## src/rtl/reg_write_arbiter.sv

```systemverilog
// reg_write_arbiter
// Shared-register write arbiter. Several requesters compete to write one
// WIDTH-bit register. In IDLE the grant rotates round-robin, starting one
// past the last winner. A winner that also raises req_lock keeps exclusive
// ownership (LOCKED) until it drops req_lock or has held the lock for
// LOCK_MAX cycles. A forced release bars that requester from re-locking on
// its next IDLE grant, so it cannot hog the register indefinitely.
//
// Ports:
//   clk        rising-edge clock
//   rst        synchronous active-high reset
//   req_valid  per-requester write request
//   req_lock   per-requester request to keep ownership after the grant
//   req_data   packed write data, slice [i*WIDTH +: WIDTH] belongs to requester i
//   req_ready  one-hot (or zero) combinational grant; data is written this edge
//   reg_q      shared register contents
//   reg_owner  index of the requester that performed the last write
//   reg_upd    one-cycle pulse after every write
module reg_write_arbiter #(
    parameter int                 WIDTH     = 8,
    parameter int                 NUM_REQ   = 4,
    parameter int                 LOCK_MAX  = 15,
    parameter logic [WIDTH-1:0]   RESET_VAL = '0,
    localparam int                IW        = (NUM_REQ > 1) ? $clog2(NUM_REQ) : 1
) (
    input  logic                       clk,
    input  logic                       rst,
    input  logic [NUM_REQ-1:0]         req_valid,
    input  logic [NUM_REQ-1:0]         req_lock,
    input  logic [NUM_REQ*WIDTH-1:0]   req_data,
    output logic [NUM_REQ-1:0]         req_ready,
    output logic [WIDTH-1:0]           reg_q,
    output logic [IW-1:0]              reg_owner,
    output logic                       reg_upd
);

    typedef enum logic {IDLE, LOCKED} state_t;

    state_t               state_q, state_d;
    logic [IW-1:0]        last_grant_q, last_grant_d;
    logic [7:0]           lock_cnt_q, lock_cnt_d;
    logic [NUM_REQ-1:0]   forced_q, forced_d;
    logic [WIDTH-1:0]     reg_d;
    logic [IW-1:0]        reg_owner_d;
    logic                 reg_upd_d;

    logic [IW-1:0]        winner;
    logic                 found;
    int                   cand;

    // The lock owner is always the last grantee: LOCKED is entered from an
    // IDLE grant and only the owner is eligible while locked, so last_grant
    // doubles as lock_owner and already holds the right value on exit.
    always_comb begin
        state_d      = state_q;
        last_grant_d = last_grant_q;
        lock_cnt_d   = lock_cnt_q;
        forced_d     = forced_q;
        reg_d        = reg_q;
        reg_owner_d  = reg_owner;
        reg_upd_d    = 1'b0;
        req_ready    = '0;
        winner       = last_grant_q;
        found        = 1'b0;
        cand         = 0;

        if (!rst) begin
            case (state_q)
                IDLE: begin
                    for (int k = 1; k <= NUM_REQ; k++) begin
                        cand = int'(last_grant_q) + k;
                        if (cand >= NUM_REQ) begin
                            cand = cand - NUM_REQ;
                        end
                        if (!found && req_valid[cand]) begin
                            found  = 1'b1;
                            winner = IW'(cand);
                        end
                    end
                    if (found) begin
                        req_ready[winner] = 1'b1;
                        reg_d             = req_data[int'(winner)*WIDTH +: WIDTH];
                        reg_owner_d       = winner;
                        reg_upd_d         = 1'b1;
                        last_grant_d      = winner;
                        // A grant after a forced release clears the bar but
                        // must not itself start a new lock.
                        if (forced_q[winner]) begin
                            forced_d[winner] = 1'b0;
                        end else if (req_lock[winner]) begin
                            state_d    = LOCKED;
                            lock_cnt_d = 8'd0;
                        end
                    end
                end

                LOCKED: begin
                    if (req_valid[last_grant_q]) begin
                        req_ready[last_grant_q] = 1'b1;
                        reg_d       = req_data[int'(last_grant_q)*WIDTH +: WIDTH];
                        reg_owner_d = last_grant_q;
                        reg_upd_d   = 1'b1;
                    end
                    lock_cnt_d = lock_cnt_q + 8'd1;
                    if (!req_lock[last_grant_q]) begin
                        state_d    = IDLE;
                        lock_cnt_d = 8'd0;
                    end else if (lock_cnt_q == 8'(LOCK_MAX - 1)) begin
                        state_d                = IDLE;
                        lock_cnt_d             = 8'd0;
                        forced_d[last_grant_q] = 1'b1;
                    end
                end

                default: begin
                    state_d = IDLE;
                end
            endcase
        end
    end

    always_ff @(posedge clk) begin
        if (rst) begin
            state_q      <= IDLE;
            last_grant_q <= IW'(NUM_REQ - 1);
            lock_cnt_q   <= 8'd0;
            forced_q     <= '0;
            reg_q        <= RESET_VAL;
            reg_owner    <= '0;
            reg_upd      <= 1'b0;
        end else begin
            state_q      <= state_d;
            last_grant_q <= last_grant_d;
            lock_cnt_q   <= lock_cnt_d;
            forced_q     <= forced_d;
            reg_q        <= reg_d;
            reg_owner    <= reg_owner_d;
            reg_upd      <= reg_upd_d;
        end
    end

endmodule
```

## config.mk

```make
export PLATFORM = sky130hd
export DESIGN_NAME = reg_write_arbiter
export DESIGN_NICKNAME = d
export VERILOG_FILES = /design/src/rtl/reg_write_arbiter.sv
export SDC_FILE = /design/constraint.sdc
export NUM_CORES = 1
export LEC_CHECK = 0
export ABC_AREA = 0
export CAP_MARGIN = 20
export CORE_ASPECT_RATIO = 0.75
export CORE_MARGIN = 1.5
export CORE_UTILIZATION = 46
export CTS_CLUSTER_SIZE = 25
export DETAILED_ROUTE_END_ITERATION = 7
export PLACE_DENSITY = 0.77
export SYNTH_ARGS = -nofsm -noshare
export SYNTH_HDL_FRONTEND = slang
export SYNTH_SLANG_ARGS = --single-unit
```

## constraint.sdc

```tcl
create_clock -name clk -period 4.54 [get_ports clk]
set_input_delay 0.908 -clock clk [delete_from_list [all_inputs] [get_ports clk]]
set_output_delay 0.908 -clock clk [all_outputs]
set_load 0.03 [all_outputs]
```

### Word-level counts from Yosys, hierarchy flattened

Index checks and enable logic that the tools add are counted.

* add/subtract/negate cells: 9
* magnitude comparators: 12
* equality and inequality tests: 8
* shift operators: 2
* multiplexer cells: 84
* bitwise logic cells: 4
* reductions and logical operators: 12

Operator list (count)
* 2-to-1 mux 32 bit: 12
* less-than comparator 32 x 4 -> 1 bit, second input constant: 4
* variable part select 32 x 6 -> 8 bit: 2
* 2-to-1 mux 8 bit: 7
* 2-to-1 mux 1 bit: 33
* case mux 8 bit (2 select lines): 2
* 2-to-1 mux 4 bit: 7
* binary-select mux 1 bit (select 2 bit): 8
* 2-to-1 mux 2 bit: 8
* case mux 4 bit (2 select lines): 2
* subtractor 3 x 3 -> 4 bit, second input constant: 3
* >= comparator 3 bit, second input constant: 3
* adder 8 x 1 -> 8 bit, second input constant: 1
* equality test 8 x 4 -> 1 bit, second input constant: 1
* inequality test 2 bit, second input constant: 4
* adder 2 x 2 -> 3 bit, second input constant: 2
* less-than comparator 2 x 3 -> 1 bit, second input constant: 2
* inequality test 2 x 1 -> 1 bit, second input constant: 3
* logical AND 1 bit: 5
* subtractor 4 x 3 -> 5 bit, second input constant: 1
* adder 2 x 3 -> 4 bit, second input constant: 1
* AND 4 bit: 1
* demux 1 bit (select 2 bit): 2
* >= comparator 2 x 1 -> 1 bit, second input constant: 2
* 11 further kinds: 15

* register bits: 26
* output and inout bits: 15
* word-level logic and storage cells: 138

### Logic depth before layout (Yosys ltp)

Gate-level depths: netlist of run 1.

* word-level depth: 35
* mapped depth: 10

### Worst setup path after synthesis of run 1

No wires, ideal clock.

* kind: register -> output
* from: register last_grant_q[0]
* to: output port req_ready[2]
* arrival time: 2.737 ns
* slack: 0.895 ns
* stages on the path, launching flop included: 9
* buffers on the path: 1
* cells stage by stage: dfxtp_1 buf_4 inv_1 ha_1 mux4_2 a2111oi_0 o21bai_1 nand3_1 a21oi_1

* cells in the longest elaborated chain, start to end: 33

Ends and longest elaborated chain
* start: declaration: line 40 `logic [IW-1:0] last_grant_q, last_grant_d;`
* start signal: assignment: line 125 `last_grant_q <= IW'(NUM_REQ - 1);`
* start signal: assignment: line 133 `last_grant_q <= last_grant_d;`
* adder 2 x 1 -> 3 bit: line 71 `cand = int'(last_grant_q) + k;`
* subtractor 3 x 3 -> 4 bit or >= comparator 3 bit (tied branches): line 73, 72
* 2-to-1 mux 32 bit: line 72 `if (cand >= NUM_REQ) begin`
* 2-to-1 mux 32 bit: line 68 `case (state_q)`
* 2-to-1 mux 32 bit: line 67 `if (!rst) begin`
* binary-select mux 1 bit (select 2 bit): line 75 `if (!found && req_valid[cand]) begin`
* 2-to-1 mux 1 bit (not written as such) (2 in a row): line 75
* 2-to-1 mux 1 bit: line 75
* [16 not listed]
* 2-to-1 mux 2 bit: line 67
* less-than comparator 2 x 3 -> 1 bit (not written as such) or >= comparator 2 x 1 -> 1 bit (tied branches): line 81 `req_ready[winner] = 1'b1;`
* logical AND 1 bit (not written as such): line 81
* 2-to-1 mux 1 bit (not written as such): line 81
* demux 1 bit (select 2 bit): line 81
* 2-to-1 mux 4 bit: line 80 `if (found) begin`
* case mux 4 bit (2 select lines) *: line 68
* 2-to-1 mux 4 bit *: line 67
* end: declaration: line 31 `output logic [NUM_REQ-1:0] req_ready,`

Mark *: on every way between the ends. The rest lies on a longest branch, timed or not. The select of a mux whose other input is x is not followed.

### Final worst setup path of run 1

* from: input port req_valid[3]
* to: output port req_ready[3]

* cells in the longest elaborated chain, start to end: 28

Ends and longest elaborated chain
* start: declaration: line 28 `input logic [NUM_REQ-1:0] req_valid,`
* binary-select mux 1 bit (select 2 bit): line 75
* 2-to-1 mux 1 bit (not written as such) (2 in a row): line 75
* 2-to-1 mux 1 bit: line 75
* 2-to-1 mux 1 bit: line 68
* 2-to-1 mux 1 bit: line 67
* zero test 1 bit: line 75
* logical AND 1 bit: line 75
* 2-to-1 mux 1 bit: line 75
* [11 not listed]
* 2-to-1 mux 2 bit: line 67
* less-than comparator 2 x 3 -> 1 bit (not written as such) or >= comparator 2 x 1 -> 1 bit (tied branches): line 81
* logical AND 1 bit (not written as such): line 81
* 2-to-1 mux 1 bit (not written as such): line 81
* demux 1 bit (select 2 bit): line 81
* 2-to-1 mux 4 bit: line 80
* case mux 4 bit (2 select lines) *: line 68
* 2-to-1 mux 4 bit *: line 67

Marked as above.

==> results of run 1 <==
-- what timing repair did --
action	CTS	global route
setup buffers	0	0
resized for setup	0	2
setup endpoints to repair	0	2
-- cell families after synthesis --
family	Yosys count	share of synthesized area, %
XOR/XNOR	4	2.90
buffers and inverters	18	4.21
AND/OR/NAND/NOR	75	21.0
adder cells (fa/ha/maj)	6	4.35
AO/OA/AOI/OAI	28	12.3
flip-flops	26	30.2
multiplexers	25	25.0
-- sequential cells by signal, summed over array words and instances, names as in the netlist --
register,flops
reg_owner,2
forced_q,4
state_q,1
lock_cnt_q,8
last_grant_q,2
reg_q,8
reg_upd,1
-- synthesized netlist by cell type (all sizes together) --
library cell	instances
a2111oi	1
a211o	4
a211oi	2
a21o	2
a21oi	12
a222oi	1
a31o	1
and2	2
buf	2
clkbuf	5
dfxtp	26
ha	6
inv	11
mux2	2
mux2i	9
mux4	14
nand2	19
nand2b	4
nand3	4
nand3b	2
nand4	2
nand4b	1
nor2	28
nor2b	1
nor3	5
nor3b	2
nor4	1
o21bai	1
o2bb2ai	2
o311ai	1
o31a	1
or2	2
or3b	1
or4b	1
xnor2	3
xor2	1
-- per-layer routing --
| metal | up-vias | share of wire, % | global-route usage (%) | routed length (um) |
|---|---|---|---|---|
| met5 | - | 0 | 0 | 0 |
| met4 | 0 | 1.1 | 6.88 | 46 |
| met3 | 4 | 8.1 | 6.52 | 323 |
| met2 | 70 | 43 | 30.0 | 1740 |
| met1 | 738 | 47 | 29.0 | 1890 |
| li1 | 787 | - | - | - |
-- layout make-up --
class | instances | area (sq um)
fill | 286 | 1160
multi-input combinational | 138 | 1130
timing repair buffer | 64 | 621
sequential | 26 | 520
tap | 52 | 65.1
clock buffer | 3 | 41.3
inverter | 11 | 41.3
clock inverter | 1 | 30.0
-- power by group through the flow --
stage          registers [mW]  clock network, mW  logic, mW
2_1_floorplan           0.383                  0      0.710
3_3_place_gp            0.328                  0       1.07
3_5_place_dp            0.329                  0       1.08
4_1_cts                 0.325              0.194       1.08
5_1_grt                 0.333              0.205       1.16
6_report                0.326              0.189       1.08
-- how the worst min path moves through the flow --
stage                                            end  slack, ps  cells after the start
after global placement    lock_cnt_q[7]$_SDFFE_PP0P_        470                      1
after floorplan           lock_cnt_q[7]$_SDFFE_PP0P_        450                      1
after detailed placement  lock_cnt_q[7]$_SDFFE_PP0P_        480                      1
final                     lock_cnt_q[3]$_SDFFE_PP0P_        500                      1
after CTS                 lock_cnt_q[3]$_SDFFE_PP0P_        500                      1
after global routing      lock_cnt_q[3]$_SDFFE_PP0P_        520                      1
==> flow_summary_export.csv, run 1 <==
group,metric,value,unit
sta,tightest_slew,606,ps
placed_design,placed_cells,291,
grt,grt_usage,20.7,%
worst_setup_path,r2r_cells,9,
worst_setup_path,cp_common_cell,"buf_4",
clock_tree,clock-root-buffer,"clkbuf_8",
routing,wl_per_cell,13.6,um
synth,yosysSeqAreaShare,30.2,%
layout,areaGrowthSynthToFinish,42.1,%
pwr,swShare,40.7,%
routing,vias,1599,
job,maxCapViolations,0,
synth,yosysTopAreaCellShare,30.2,%
sta,fmax,230,MHz
grt,antenna_found_initial,0,
layout,utilization,67.8,%
pwr,p_int,944,uW
floorplan,initial_utilization,47.7,%
worst_setup_path,cpLargestDelayFamily,"compound AO/OA/AOI/OAI gates",
layout,layout_common_cells,"52 x clkdlybuf4s50_1, 28 x nor2_1, 26 x dfxtp_1",
clock_tree,clock_latency,270,ps
clock_tree,clockBufferDepth,2,
worst_setup_path,cp_num_cells,8,
sta,setup_viol,0,
worst_setup_path,startpoint_type,"input pin",
layout,final_cell_area,2450,sq um
worst_setup_path,crit_end,"req_ready[3]",
routing,dr.pass1.iters,4,
pwr,power_density,649,nW/um^2
floorplan,ios,57,
routing,drt_wl_total,4000,um
worst_setup_path,critPathLaunch,"req_valid[3]",
worst_setup_path,reg2reg_from,"last_grant_q[0]$_SDFFE_PP1P_",
placed_design,place_congestion,0.884,
min_path,min_path_type,"register to register",
worst_setup_path,critPathMaxFanout,6,
sta,rsz0062_at_grt,"false",
worst_setup_path,crit_chain,"clkdlybuf4s50_1 -> mux4_2 -> a2111oi_0 -> o21bai_1 -> buf_4 -> nand3_1 -> a21oi_1 -> buf_4",
run_status,status,"completed",
clock_tree,cts_tree,"yes",
worst_setup_path,critPathKind,"input pin to output port",
sta,tns,0,ps
pwr,comb_power_share,67.6,%
grt,grt_pass1_vias,1457,
clock_tree,cts_buffers,3,
grt,grt_max_degree,25,
layout,diodes,0,
pwr,p_sw,647,uW
clock_tree,clk_pin_slew,80,ps
sta,hold_viol,0,
synth,syn_nets,230,
grt,grt_pass1_wl,6600,um
worst_setup_path,path_buf_inv,3,
sta,drv_slew,0,
floorplan,die-area,4130,sq um
routing,drc,0,
placed_design,hpwl,3060,um
pwr,total_power,1.59,mW
layout,layout_commonest_cell,"clkdlybuf4s50_1",
floorplan,die_height,56.0,um
worst_setup_path,cp.arrival,3440,ps
sta,finalCritPeriodShare,95.7,%
pwr,p_clk_share,11.9,%
sta,relSlewSlack,58.5,%
pwr,max-vdd-ir-drop,0.448,mV
sta,holdWs,497,ps
clock_tree,cts-htree-levels,1,
layout,fin_nets,292,
routing,vias_per_cell,5.42,
sta,skew,3.65,ps
routing,drtAntennaViolNets,0,
floorplan,core_area,3610,sq um
placed_design,place_area,2370,sq um
sta,setup_ws,194,ps
synth,synthDistinctLibCells,41,
placed_design,numPortBuffers,56,
clock_tree,cts_sinks,26,
layout,instances_no_fill,295,
synth,synth_area,1720,sq um
pwr,p_leak,1.07,nW
worst_setup_path,worstPathRequired,3630,ps
floorplan,rows,19,
synth,netlist_instances,182,
sta,min_period,4350,ps
pwr,power.share.sequential,20.5,%
synth,yosysTopAreaCell,"dfxtp_1",
worst_setup_path,r2r_setup_slack,850,ps
worst_setup_path,cp_slowest_stage_delay,590,ps
worst_setup_path,timing.rr.end,"lock_cnt_q[2]$_SDFFE_PP0P_",
clock_tree,ctsHoldBuffers,0,
worst_setup_path,crit_slowest_cell,"a2111oi_0",
floorplan,die_w,73.7,um
placed_design,dp_slack,73.1,ps
min_path,hold_start,"lock_cnt_q[3]$_SDFFE_PP0P_",
synth,synth-seq-cells,26,
worst_setup_path,cp-end-kind,"output port",
synth,synth_warnings,0,
routing,drt_iter0_drc,148,
grt,grt_overflow_total,0,
layout,layout-drive-gt1-share,16.0,%
synth,ys_top_cells_by_area,"dfxtp_1 30%, mux4_2 18%, nor2_1 6.1%",
synth,avgSynthCellArea,9.47,sq um
No activity file was read; power rests on OpenSTA's default activity.
==> run 2, diff against run 1 <==
--- a/config.mk
+++ b/config.mk
@@ -13,6 +13,7 @@
 export CTS_CLUSTER_SIZE = 25
 export DETAILED_ROUTE_END_ITERATION = 7
 export PLACE_DENSITY = 0.77
+export SKIP_LAST_GASP = 1
 export SYNTH_ARGS = -nofsm -noshare
 export SYNTH_HDL_FRONTEND = slang
 export SYNTH_SLANG_ARGS = --single-unit
==> results of run 2 <==
No change in the layout: final DEF, timing and power equal those of run 1.
==> run 3, diff against run 2 <==
--- a/config.mk
+++ b/config.mk
@@ -7,9 +7,9 @@
 export LEC_CHECK = 0
 export ABC_AREA = 0
 export CAP_MARGIN = 20
-export CORE_ASPECT_RATIO = 0.75
 export CORE_MARGIN = 1.5
 export CORE_UTILIZATION = 46
+export CTS_CLUSTER_DIAMETER = 50
 export CTS_CLUSTER_SIZE = 25
 export DETAILED_ROUTE_END_ITERATION = 7
 export PLACE_DENSITY = 0.77
==> flow_summary_export.csv, run 3 (synthesized netlist as in run 1, its figures left out) <==
group,metric,value,unit
run_status,status,"completed",
floorplan,rows,22,
worst_setup_path,critPathLaunch,"req_valid[1]",
job,maxCapViolations,0,
routing,dr.pass1.iters,4,
floorplan,ios,57,
worst_setup_path,crit_chain,"clkdlybuf4s50_1 -> mux4_2 -> nand2b_1 -> nor2_1 -> o21bai_1 -> nand3b_1 -> a21oi_1 -> clkdlybuf4s50_1",
floorplan,core_area,3630,sq um
sta,setup_viol,0,
grt,grt_pass1_vias,1633,
clock_tree,ctsHoldBuffers,0,
grt,grt_usage,21.2,%
sta,setup_ws,155,ps
floorplan,die_height,64.2,um
worst_setup_path,timing.rr.end,"lock_cnt_q[6]$_SDFFE_PP0P_",
pwr,total_power,1.60,mW
routing,vias,1610,
worst_setup_path,crit_end,"req_ready[1]",
routing,vias_per_cell,5.49,
worst_setup_path,cp-end-kind,"output port",
pwr,p_clk_share,12.1,%
layout,layout_common_cells,"53 x clkdlybuf4s50_1, 28 x nor2_1, 26 x dfxtp_1",
grt,grt_pass1_wl,6880,um
floorplan,initial_utilization,47.5,%
worst_setup_path,critPathKind,"input pin to output port",
layout,nFillCells,312,
placed_design,place_congestion,0.878,
layout,layout_commonest_cell,"clkdlybuf4s50_1",
layout,areaGrowthSynthToFinish,42.9,%
pwr,p_leak,1.07,nW
placed_design,dp_slack,41.8,ps
sta,skew,3.19,ps
worst_setup_path,critPathMaxFanout,6,
worst_setup_path,cp_slowest_stage_delay,700,ps
sta,rsz0062_at_grt,"false",
routing,drt_iter0_drc,66,
sta,fmax,228,MHz
floorplan,die_w,64.2,um
layout,layout-drive-gt1-share,17.1,%
clock_tree,clockBufferDepth,2,
pwr,p_sw,649,uW
worst_setup_path,path_buf_inv,2,
grt,grt_overflow_total,0,
worst_setup_path,worstPathRequired,3630,ps
clock_tree,cts_tree,"yes",
sta,relSlewSlack,59.7,%
sta,finalCritPeriodShare,96.6,%
grt,antenna_found_initial,0,
worst_setup_path,cpLargestDelayFamily,"buffers and inverters",
sta,min_period,4390,ps
worst_setup_path,cp_common_cell,"clkdlybuf4s50_1",
worst_setup_path,crit_slowest_cell,"clkdlybuf4s50_1",
layout,diodes,0,
pwr,p_int,949,uW
layout,utilization,67.8,%
grt,grt_max_degree,16,
pwr,power_density,649,nW/um^2
pwr,max-vdd-ir-drop,0.394,mV
worst_setup_path,cp_num_cells,8,
worst_setup_path,reg2reg_from,"last_grant_q[0]$_SDFFE_PP1P_",
clock_tree,cts_buffers,3,
pwr,comb_power_share,67.2,%
clock_tree,cts_sinks,26,
layout,top_regs,"lock_cnt_q x8, reg_q x8, forced_q x4",
sta,tightest_slew,603,ps
pwr,swShare,40.6,%
floorplan,die-area,4120,sq um
worst_setup_path,r2r_cells,9,
clock_tree,clk_pin_slew,90,ps
sta,tns,0,ps
worst_setup_path,cp.arrival,3480,ps
clock_tree,clock_latency,270,ps
pwr,power.share.sequential,20.8,%
worst_setup_path,startpoint_type,"input pin",
min_path,min_path_type,"register to register",
routing,drtAntennaViolNets,0,
placed_design,numPortBuffers,56,
placed_design,hpwl,3210,um
clock_tree,clock-root-buffer,"clkbuf_8",
routing,wl_per_cell,13.7,um
sta,drv_slew,0,
layout,fin_nets,294,
routing,drc,0,
sta,hold_viol,0,
routing,drt_wl_total,4020,um
worst_setup_path,r2r_setup_slack,1120,ps
clock_tree,cts-htree-levels,1,
-- run 3: changes by cell type in the layout (fill, tap and decap cells not counted), sizes merged --
cell | previous run | this run
dlymetal6s2s | 2 | 1
buf | 10 | 12
clkdlybuf4s50 | 52 | 53
-- run 3: cell type report --
type	count	area [sq um]	area share, %
Timing Repair Buffer	66	633	25.7
Tap cell	48	60.1	2.44
Multi-Input combinational cell	138	1140	46.2
Sequential cell	26	520	21.1
Clock buffer	3	41.3	1.68
Clock inverter	1	30.0	1.22
Inverter	11	41.3	1.68
-- run 3: worst min-delay path by stage --
stage	end	cells after the start	from	slack [ps]
after floorplan	lock_cnt_q[7]$_SDFFE_PP0P_	1	lock_cnt_q[7]$_SDFFE_PP0P_	450
after global placement	reg_q[6]$_SDFFE_PP0P_	2	reg_q[6]$_SDFFE_PP0P_	470
after detailed placement	reg_q[5]$_SDFFE_PP0P_	2	reg_q[5]$_SDFFE_PP0P_	480
after CTS	lock_cnt_q[3]$_SDFFE_PP0P_	1	lock_cnt_q[3]$_SDFFE_PP0P_	510
after global routing	lock_cnt_q[3]$_SDFFE_PP0P_	1	lock_cnt_q[3]$_SDFFE_PP0P_	530
final	lock_cnt_q[3]$_SDFFE_PP0P_	1	lock_cnt_q[3]$_SDFFE_PP0P_	500
-- run 3: repair_timing --
item | in CTS | in global routing
setup endpoints to repair | 0 | 3
endpoints found under the hold margin | 0 | 0
setup buffers | 0 | 0
gates resized for setup | 0 | 3
-- run 3: worst register-to-register path, delay by kind of cell (launching register included) --
kind | cells | cell delay [ps]
flip-flops | 1 | 570
adder cells (fa/ha/maj) | 1 | 410
AO/OA/AOI/OAI | 4 | 1330
multiplexers | 2 | 660
buffers and inverters | 2 | 360
-- run 3: per-layer routing --
metal | track usage, % | wire (um) | up-vias
met4 | 5.32 | 40 | 0
li1 | - | - | 783
met5 | 0 | 0 | -
met3 | 6.51 | 262 | 4
met1 | 22.6 | 1600 | 775
met2 | 40.2 | 2120 | 48
-- run 3: metrics by stage --
stage	instance area, sq um	hold WS (ps)	std cells
2_1_floorplan	1720	454	182
3_3_place_gp	2380	472	289
3_5_place_dp	2380	484	289
4_1_cts	2450	509	293
5_1_grt	2460	529	293
6_report	2460	504	293
-- run 3: power groups by stage --
stage / sequential (mW) / combinational (mW) / clock (mW)
finish: 0.332 / 1.07 / 0.193
global placement: 0.335 / 1.05 / 0
global route: 0.342 / 1.18 / 0.209
floorplan: 0.383 / 0.710 / 0
CTS: 0.333 / 1.08 / 0.199
detailed placement: 0.337 / 1.07 / 0
